==> src/rtl/uart_rx_framed_if.sv <==
// Receive-side word handshake: word plus per-word error flags, valid/ready flow control.
interface uart_rx_framed_if #(
  parameter int unsigned DataBits = 8
);
  logic [DataBits-1:0] data;
  logic                valid;
  logic                ready;
  logic                parity_err;
  logic                frame_err;

  modport master (output data, valid, parity_err, frame_err, input ready);
  modport slave  (input data, valid, parity_err, frame_err, output ready);
endinterface

==> src/rtl/uart_rx_framed.sv <==
// Oversampling UART receiver with false-start rejection, parity/framing checks and overrun flag.
// Optional break detection is enabled by defining UART_RX_BREAK_DETECT_EN.
module uart_rx_framed #(
  parameter int unsigned DataBits     = 8,
  parameter int unsigned Oversample   = 16,
  parameter int unsigned ParityMode   = 0,
  parameter int unsigned StopBitTicks = 16
) (
  input  logic                clk_i,
  input  logic                rst_i,
  input  logic                rx_i,
  input  logic                sample_tick_i,
  uart_rx_framed_if.master    rx_bus,
  output logic                overrun_o,
  output logic                break_o,
  output logic                busy_o
);

  localparam int unsigned TcMax = (Oversample > StopBitTicks) ? Oversample : StopBitTicks;
  localparam int unsigned TcW   = $clog2(TcMax);
  localparam int unsigned BcW   = $clog2(DataBits);

  localparam logic [TcW-1:0] HalfLast = TcW'(Oversample / 2 - 1);
  localparam logic [TcW-1:0] BitLast  = TcW'(Oversample - 1);
  localparam logic [TcW-1:0] StopLast = TcW'(StopBitTicks - 1);
  localparam logic [BcW-1:0] LastBit  = BcW'(DataBits - 1);

  typedef enum logic [2:0] {IDLE, START, DATA, PARITY, STOP, BRK} state_t;

  state_t              state_q, state_d;
  logic [1:0]          sync_q;
  logic                rxs;
  logic [TcW-1:0]      tc_q, tc_d;
  logic [BcW-1:0]      bit_q, bit_d;
  logic [DataBits-1:0] shift_q, shift_d;
  logic                perr_q, perr_d;
  logic                pbit_q, pbit_d;
  logic                done, ferr, brk;

  always_ff @(posedge clk_i or posedge rst_i) begin
    if (rst_i) sync_q <= '1;
    else       sync_q <= {sync_q[0], rx_i};
  end
  assign rxs = sync_q[1];

  always_ff @(posedge clk_i or posedge rst_i) begin
    if (rst_i) begin
      state_q <= IDLE;
      tc_q    <= '0;
      bit_q   <= '0;
      shift_q <= '0;
      perr_q  <= 1'b0;
      pbit_q  <= 1'b0;
    end else begin
      state_q <= state_d;
      tc_q    <= tc_d;
      bit_q   <= bit_d;
      shift_q <= shift_d;
      perr_q  <= perr_d;
      pbit_q  <= pbit_d;
    end
  end

  always_comb begin
    state_d = state_q;
    tc_d    = tc_q;
    bit_d   = bit_q;
    shift_d = shift_q;
    perr_d  = perr_q;
    pbit_d  = pbit_q;
    done    = 1'b0;
    ferr    = 1'b0;
    brk     = 1'b0;
    case (state_q)
      IDLE: if (!rxs) begin
        state_d = START;
        tc_d    = '0;
      end
      START: if (sample_tick_i) begin
        if (tc_q == HalfLast) begin
          state_d = rxs ? IDLE : DATA;
          tc_d    = '0;
          bit_d   = '0;
        end else tc_d = tc_q + TcW'(1);
      end
      DATA: if (sample_tick_i) begin
        if (tc_q == BitLast) begin
          shift_d = {rxs, shift_q[DataBits-1:1]};
          tc_d    = '0;
          if (bit_q == LastBit) state_d = (ParityMode != 0) ? PARITY : STOP;
          else                  bit_d   = bit_q + BcW'(1);
        end else tc_d = tc_q + TcW'(1);
      end
      PARITY: if (sample_tick_i) begin
        if (tc_q == BitLast) begin
          pbit_d  = rxs;
          perr_d  = (ParityMode == 1) ? (^shift_q ^ rxs) : ~(^shift_q ^ rxs);
          state_d = STOP;
          tc_d    = '0;
        end else tc_d = tc_q + TcW'(1);
      end
      STOP: if (sample_tick_i) begin
        if (tc_q == StopLast) begin
          done    = 1'b1;
          ferr    = ~rxs;
          state_d = IDLE;
`ifdef UART_RX_BREAK_DETECT_EN
          brk = (shift_q == '0) && !rxs && ((ParityMode == 0) || !pbit_q);
          if (brk) state_d = BRK;
`endif
        end else tc_d = tc_q + TcW'(1);
      end
      BRK: if (rxs) state_d = IDLE;
      default: state_d = IDLE;
    endcase
  end

  // A completing frame may load in the same cycle the held word is accepted.
  always_ff @(posedge clk_i or posedge rst_i) begin
    if (rst_i) begin
      rx_bus.data       <= '0;
      rx_bus.valid      <= 1'b0;
      rx_bus.parity_err <= 1'b0;
      rx_bus.frame_err  <= 1'b0;
      overrun_o         <= 1'b0;
    end else begin
      overrun_o <= 1'b0;
      if (done && !brk) begin
        if (!rx_bus.valid || rx_bus.ready) begin
          rx_bus.data       <= shift_q;
          rx_bus.parity_err <= perr_q;
          rx_bus.frame_err  <= ferr;
          rx_bus.valid      <= 1'b1;
        end else overrun_o <= 1'b1;
      end else if (rx_bus.valid && rx_bus.ready) begin
        rx_bus.valid <= 1'b0;
      end
    end
  end

`ifdef UART_RX_BREAK_DETECT_EN
  logic brk_q;
  always_ff @(posedge clk_i or posedge rst_i) begin
    if (rst_i) brk_q <= 1'b0;
    else       brk_q <= done && brk;
  end
  assign break_o = brk_q;
`else
  assign break_o = 1'b0;
`endif

  assign busy_o = (state_q != IDLE);

endmodule

==> src/flat_wrapper.sv <==
// flat-port wrapper written by rule: the top's interface ports become plain ports
module uart_rx_framed_flat 
#(
  parameter int unsigned DataBits     = 8,
  parameter int unsigned Oversample   = 16,
  parameter int unsigned ParityMode   = 0,
  parameter int unsigned StopBitTicks = 16
)
  (clk_i, rst_i, rx_i, sample_tick_i, overrun_o, break_o, busy_o, rx_bus_data, rx_bus_valid, rx_bus_parity_err, rx_bus_frame_err, rx_bus_ready);
  uart_rx_framed_if #(.DataBits(DataBits)) rx_bus_i ();
  input  logic clk_i;
  input  logic rst_i;
  input  logic rx_i;
  input  logic sample_tick_i;
  output logic overrun_o;
  output logic break_o;
  output logic busy_o;
  output wire logic [$bits(rx_bus_i.data)-1:0] rx_bus_data;
  output wire logic [$bits(rx_bus_i.valid)-1:0] rx_bus_valid;
  output wire logic [$bits(rx_bus_i.parity_err)-1:0] rx_bus_parity_err;
  output wire logic [$bits(rx_bus_i.frame_err)-1:0] rx_bus_frame_err;
  input wire logic [$bits(rx_bus_i.ready)-1:0] rx_bus_ready;
  assign rx_bus_data = rx_bus_i.data;
  assign rx_bus_valid = rx_bus_i.valid;
  assign rx_bus_parity_err = rx_bus_i.parity_err;
  assign rx_bus_frame_err = rx_bus_i.frame_err;
  assign rx_bus_i.ready = rx_bus_ready;
  uart_rx_framed #(.DataBits(DataBits), .Oversample(Oversample), .ParityMode(ParityMode), .StopBitTicks(StopBitTicks)) u_core (.clk_i(clk_i), .rst_i(rst_i), .rx_i(rx_i), .sample_tick_i(sample_tick_i), .rx_bus(rx_bus_i), .overrun_o(overrun_o), .break_o(break_o), .busy_o(busy_o));
endmodule
==> config.mk <==
export PLATFORM = sky130hd
export DESIGN_NAME = uart_rx_framed_flat
export DESIGN_NICKNAME = d
export VERILOG_FILES = /design/src/rtl/uart_rx_framed_if.sv /design/src/rtl/uart_rx_framed.sv /design/src/flat_wrapper.sv
export SDC_FILE = /design/constraint.sdc
export NUM_CORES = 1
export LEC_CHECK = 0
export CAP_MARGIN = 5
export CORE_MARGIN = 4
export CORE_UTILIZATION = 45
export DETAILED_ROUTE_END_ITERATION = 8
export DONT_BUFFER_PORTS = 1
export MAX_ROUTING_LAYER = met4
export SYNTH_ARGS = -nofsm -noshare
export SYNTH_HDL_FRONTEND = slang
export SYNTH_SLANG_ARGS = --single-unit
==> constraint.sdc <==
create_clock -name clk_i -period 5.42 [get_ports clk_i]
set_clock_uncertainty 0.2 [all_clocks]
set_input_delay 1.626 -clock clk_i [delete_from_list [all_inputs] [get_ports clk_i]]
set_output_delay 1.626 -clock clk_i [all_outputs]
set_load 0.01 [all_outputs]
==> summary.txt, run 1 <==
Clock tree
  • Buffer depth of the longest clock path: 2
  • Clk root buf: clkbuf_4
  • # H-tree levels: 2
  • CTS Hold Bufs: 0
  • CTS tree: yes
  • CTS Buf Count: 5
  • Clock transition at path regs: 0.10 ns
  • # resized after CTS: 0
  • Post-CTS Setup Repair Bufs: 0
  • CTS sink cnt: 33
  • Clk_lat worst skew: 0.33 ns

Pwr
  • VDD IR-drop max: 0.0002068 V
  • PwrDens: 435.7 nW/um^2
  • P_leak: 0.7997 nW

Synth
  • Post-synth top flop: dfrtp_1
  • EDFF count, synth: 0
  • Synth Instances: 136
  • Most frequent cell after synthesis: dfrtp_1
  • Post-Syn Nets: 144
  • Dominant cells by area after synthesis: dfrtp_1, mux2_2, dfstp_2
  • Commonest cells in the netlist: dfrtp_1, mux2_2, nand2_1
  • Yosys cell types: 40
  • Post-synth top area share: 48.29%
  • #FFs+latches synth: 33
  • Asr flop ratio synth: 100.0%
  • Synthesized area per cell: 11.81 um^2
  • Area leader, netlist: dfrtp_1
  • Ys Warns: 0
  • Post-Syn Area: 1607 um^2
  • Sequential element share of the synthesized area: 51.56%

Timing
  • Fin. Hold Viols: 0
  • # setup viols final: 0
  • RSZ-0062 raised after global routing: false
  • Final setup margin: 2.212 ns
  • Clock period minus worst slack: 3.208 ns
  • Slew headroom: 39.47%
  • Tcrit/Tclk final: 59.19%
  • Fin. max-slew vios: 0
  • Final setup TNS: 0 ns
  • F_max: 311.7 MHz
  • Worst Tran Pin Value: 0.9061 ns

Detailed routing
  • Post-DRT Antenna Nets: 0
  • Initial DRC count: 36
  • WL per Instance: 14.23 um
  • 1st-pass router iterations: 4
  • DR vias: 971
  • # DRC: 0
  • Vias per inst: 5.220
  • Drt total wl: 2647 um

Global route
  • Antenna violations before repair: 0
  • GRT overflow: 0
  • Vias in the first global route: 876
  • GRT Overall Usage: 13.17%
  • Largest net degree at the start of global routing: 34
  • First-pass GRT wire length: 4174 um

Run
  • Max Cap Viol: 0

Place
  • Worst slack, placed: 2.089 ns
  • DP HPWL: 1860 um
  • # port buffers: 0
  • GPL Wtd Cong: 0.8915

Die
  • Die Y: 67.75 um
  • Die X: 67.75 um
  • Initial Utilization: 47.40%
  • Die area: 4590 um^2
  • Rows: 21
  • Core Area: 3390 um^2
  • Number of top-level pins: 19

Critical path
  • CP Max Fanout: 15
  • CP Class: register to output port
  • Worst Path Required: 3.59 ns
  • Slowest cell on the critical path: dfrtp_1
  • Delay-heaviest family, CP: flip-flops
  • Buffers & Inverters on Critical Path: 0
  • Max stage delay on crit path: 0.56 ns
  • Crit-path cells: or3_1
  • Worst Setup End Kind: output port
  • Worst EP arrival: 1.38 ns
  • Startpoint Class: register

Finish
  • Antenna diode count: 0
  • Filler Cells Inserted: 301
  • Area Growth Syn to Fin: 7.087%
  • Final core utilization: 50.76%
  • Nets: 147
  • Ratio of cells with drive above 1 in the final layout: 25.00%

Min path
  • Min-Delay Path Class: register to register

Run status
  • Status: completed
==> per-layer routing <==
metal	vias up	track usage, %	wire [um]
li1	478	-	-
met1	463	17.63	1320
met2	23	17.01	1139
met3	7	4.326	128
met4	0	7.848	59
met5	-	-	0
==> per-stage QoR <==
stage / instances / area, um^2 / power, mW / hold slack [ns]
after CTS: 186 / 1720 / 0.7563 / 0.1616
after detailed placement: 178 / 1635 / 0.5623 / 0.1475
after global routing: 186 / 1720 / 0.7947 / 0.1675
after global placement: 178 / 1635 / 0.5559 / 0.1467
after floorplan: 136 / 1607 / 0.5284 / 0.1452
final: 186 / 1720 / 0.7497 / 0.1593
==> path summary, 6_finish.rpt <==
kind	from	end	slack [ns]	cells past startpoint
max in group asynchronous	rst_i	u_core.sync_q[1]	3.62	2
worst min-delay path	u_core.sync_q[0]	u_core.sync_q[1]	0.16	0
min in group asynchronous	rst_i	u_core.rx_bus.data[4]	1.05	2
worst max-delay path	u_core.state_q[2]	busy_o	2.21	1
worst min register to register	u_core.sync_q[0]	u_core.sync_q[1]	0.16	0
worst max register to register	u_core.tc_q[0]	u_core.rx_bus.data[5]	2.90	5
==> cell usage in the layout, fill, tap and decap left out, types with 3 or more instances in the layout <==
cell / n
clkbuf_4: 5
dfrtp_1: 31
ha_1: 3
inv_1: 6
mux2_1: 3
mux2_2: 18
mux2i_1: 3
nand2_1: 13
nor2_1: 6
nor2b_1: 3
o21ai_0: 5
xnor2_1: 6
==> worst reg2reg max path, cell delays in order (launching register included) <==
cell     delay (ns)
dfrtp_1        0.39
ha_1           0.24
and3_4         0.22
nand4_1        0.17
nor2b_1        0.77
mux2_2         0.42
==> where the power goes <==
| part | total, mW | leakage (nW) | switching, mW | internal [mW] |
|---|---|---|---|---|
| Combinational | 0.230 | 0.314 | 0.126 | 0.103 |
| Sequential | 0.328 | 0.441 | 0.0517 | 0.277 |
| Clock | 0.191 | 0.0455 | 0.0811 | 0.110 |
| Total | 0.750 | 0.800 | 0.259 | 0.490 |
==> kinds of logic (layout without fill, tap and decap cells) <==
kind of cell             Yosys count  count (layout)  share of synthesized area, %
AND/OR/NAND/NOR                   37              37                         12.07
other                              1               1                        0.2334
XOR/XNOR                           8               8                         4.362
flip-flops                        33              33                         51.56
multiplexers                      24              24                         16.59
buffers and inverters             11              15                         3.660
adder cells (fa/ha/maj)            3               3                         2.337
AO/OA/AOI/OAI                     19              19                         9.191
==> registers in the layout (all words and copies together) (netlist names), 2 cells and up <==
signal / count
u_core.rx_bus.data: 8
u_core.state_q: 3
u_core.shift_q: 8
u_core.tc_q: 4
u_core.sync_q: 2
u_core.bit_q: 3
==> final cells by class <==
| cell class | instances | area (um^2) | area share [%] |
|---|---|---|---|
| Sequential cell | 33 | 828.3 | 48.15 |
| Timing Repair Buffer | 1 | 7.507 | 0.4364 |
| Clock buffer | 7 | 55.05 | 3.200 |
| Inverter | 6 | 22.52 | 1.309 |
| Multi-Input combinational cell | 92 | 719.4 | 41.82 |
| Tap cell | 46 | 57.56 | 3.345 |
| Clock inverter | 1 | 30.03 | 1.745 |
(Power assumes the default switching activity.)
==> inputs of run 2 (changes only) <==
- clock period: 5.42 -> 2.67 ns (I/O delays scaled with it)
==> run 2 against run 1 <==
Net effect: die area unchanged; power up 85%; first-iteration DRC count up 53%; utilization down 0.81 points; highest routed layer unchanged; combinational power up 100%.
==> summary.txt, run 2 (synthesis gave the netlist of run 1 again) <==
Run status
  • Status: completed (unchanged)

Finish
  • Leading cell type in the layout, fill and taps excluded: dfrtp_1 (unchanged)
  • Reg area: 828.3 um^2 (unchanged)
  • Area Growth Syn to Fin: 5.374% (was 7.087%)
  • Ratio of cells with drive above 1 in the final layout: 24.82% (was 25.00%)
  • Most frequent cells in the layout: dfrtp_1, mux2_2, nand2_1 (unchanged)
  • Filler Cells Inserted: 314 (was 301)
  • Largest regs: u_core.rx_bus.data: 8 flops, u_core.shift_q: 8 flops, u_core.tc_q: 4 flops (unchanged)
  • Final core utilization: 49.94% (was 50.76%)
  • Nets: 148 (was 147)
  • Antenna diode count: 0 (unchanged)
  • Footprint of the multi-input gates: 719.4 um^2 (unchanged)
  • Finished Layout Cells: 187 (was 186)

Critical path
  • Worst Setup End Kind: output port (unchanged)
  • Worst Setup SP: u_core.state_q[2] (unchanged)
  • Worst Path Required: 1.67 ns (was 3.59 ns)
  • Max stage delay on crit path: 0.56 ns (about the same)
  • R2r setup slk: 0.55 ns (was 2.90 ns)
  • Buffers & Inverters on Critical Path: 0 (unchanged)
  • Crit-path cells: or3_1 (unchanged)
  • Critical Path End: busy_o (unchanged)
  • Path depth of the worst reg2reg path: 5 (unchanged)
  • R2R Path End: u_core.state_q[2] (was u_core.rx_bus.data[5])
  • CP Class: register to output port (unchanged)
  • Critical R2R Launch: u_core.bit_q[0] (was u_core.tc_q[0])
  • Delay-heaviest family, CP: flip-flops (unchanged)
  • CP Max Fanout: 15 (unchanged)
  • Worst EP arrival: 1.38 ns (about the same)
  • Critical path depth: 1 (unchanged)
  • Slowest cell on the critical path: dfrtp_1 (unchanged)
  • Startpoint Class: register (unchanged)

Place
  • # port buffers: 0 (unchanged)
  • Worst slack, placed: 0.3906 ns (was 2.089 ns)
  • GPL Wtd Cong: 0.8867 (was 0.8915)
  • DP HPWL: 1857 um (was 1860 um)
  • Placed Cells: 179 (was 178)

Detailed routing
  • 1st-pass router iterations: 3 (was 4)
  • # DRC: 0 (unchanged)
  • WL per Instance: 13.63 um (was 14.23 um)
  • Initial DRC count: 55 (was 36)
  • Post-DRT Antenna Nets: 0 (unchanged)
  • Vias per inst: 5.203 (was 5.220)
  • DR vias: 973 (was 971)
  • Drt total wl: 2549 um (was 2647 um)

Global route
  • Antenna violations before repair: 0 (unchanged)
  • First-pass GRT wire length: 4064 um (was 4174 um)
  • Largest net degree at the start of global routing: 34 (unchanged)
  • GRT Overall Usage: 12.74% (was 13.17%)
  • GRT overflow: 0 (unchanged)
  • Vias in the first global route: 879 (was 876)

Timing
  • Clock period minus worst slack: 2.385 ns
  • Final setup TNS: 0 ns (unchanged)
  • Slew headroom: 65.09% (was 39.47%)
  • Tcrit/Tclk final: 89.32%
  • F_max: 419.3 MHz
  • # setup viols final: 0 (unchanged)
  • Worst Tran Pin Value: 0.5105 ns (was 0.9061 ns)
  • Final setup margin: 0.2851 ns (was 2.212 ns)
  • Fin. max-slew vios: 0 (unchanged)
  • RSZ-0062 raised after global routing: false (unchanged)
  • Fin. Hold Viols: 0 (unchanged)

Clock tree
  • CTS Hold Bufs: 0 (unchanged)
  • # H-tree levels: 2 (unchanged)
  • Clock transition at path regs: 0.10 ns (about the same)
  • Buffer depth of the longest clock path: 2 (unchanged)
  • Clk root buf: clkbuf_4 (unchanged)
  • Post-CTS Setup Repair Bufs: 0 (unchanged)
  • CTS Buf Count: 5 (unchanged)
  • Clk_lat worst skew: 0.33 ns (about the same)
  • CTS sink cnt: 33 (unchanged)
  • CTS tree: yes (unchanged)
  • # resized after CTS: 0 (unchanged)

Die
  • Number of top-level pins: 19 (unchanged)
  • Die X: 67.75 um (unchanged)
  • Die Y: 67.75 um (unchanged)
  • Rows: 21 (unchanged)
  • Initial Utilization: 47.40% (unchanged)
  • Die area: 4590 um^2 (unchanged)
  • Core Area: 3390 um^2 (unchanged)

Pwr
  • PwrDens: 819.7 nW/um^2 (was 435.7 nW/um^2)
  • P_leak: 0.7889 nW (was 0.7997 nW)
  • VDD IR-drop max: 0.0004270 V (was 0.0002068 V)

Run
  • Max Cap Viol: 0 (unchanged)

Min path
  • Min-Delay Path Class: register to register (unchanged)
run 2: worst min-delay path by stage:
stage                     start          endpoint  slack (ns)  cells past startpoint
3_3_place_gp   u_core.sync_q[0]  u_core.sync_q[1]        0.15                      0
6_report       u_core.sync_q[0]  u_core.sync_q[1]        0.16                      0
4_1_cts        u_core.sync_q[0]  u_core.sync_q[1]        0.16                      0
2_1_floorplan  u_core.sync_q[0]  u_core.sync_q[1]        0.15                      0
3_5_place_dp   u_core.sync_q[0]  u_core.sync_q[1]        0.15                      0
5_1_grt        u_core.sync_q[0]  u_core.sync_q[1]        0.16                      0
run 2: report_power, final:
| part | switching, mW | leakage (nW) | internal (mW) | total [mW] |
|---|---|---|---|---|
| Clock | 0.156 | 0.0293 | 0.102 | 0.258 |
| Sequential | 0.102 | 0.441 | 0.562 | 0.664 |
| Combinational | 0.256 | 0.319 | 0.210 | 0.465 |
| Total | 0.514 | 0.789 | 0.874 | 1.39 |
run 2: routing by layer:
metal | routed length [um] | global-route usage, %
met1 | 1225 | 16.28
met2 | 1143 | 17.38
met3 | 135 | 5.657
met4 | 45 | 5.316
met5 | 0 | -
run 2: cell type report:
cell class | count | share of cell area (%)
well taps | 46 | 3.400
multi-input cells | 92 | 42.50
clock buffers | 7 | 2.661
flip-flops and latches | 33 | 48.93
repair buffers | 2 | 0.8869
clock inverters | 1 | 0.2956
inverters | 6 | 1.330
run 2: worst register-to-register path, delay by kind of cell (launching register included):
kind | cells | cell delay, ns
multiplexers | 1 | 0.34
adder cells (fa/ha/maj) | 2 | 0.40
AO/OA/AOI/OAI | 2 | 0.68
flip-flops | 1 | 0.41
run 2: per-stage QoR:
step	power, mW	hold slack, ns	instance area, um^2
2_1_floorplan	1.073	0.1452	1607
3_3_place_gp	1.127	0.1474	1643
3_5_place_dp	1.139	0.1472	1643
4_1_cts	1.403	0.1602	1693
5_1_grt	1.489	0.1643	1693
6_report	1.388	0.1588	1693
==> inputs of run 3 (changes only) <==
- GPL_ROUTABILITY_DRIVEN: not set -> 0
==> results of run 3 <==
Same layout as run 2: the final DEF is identical, and so are final timing and power.
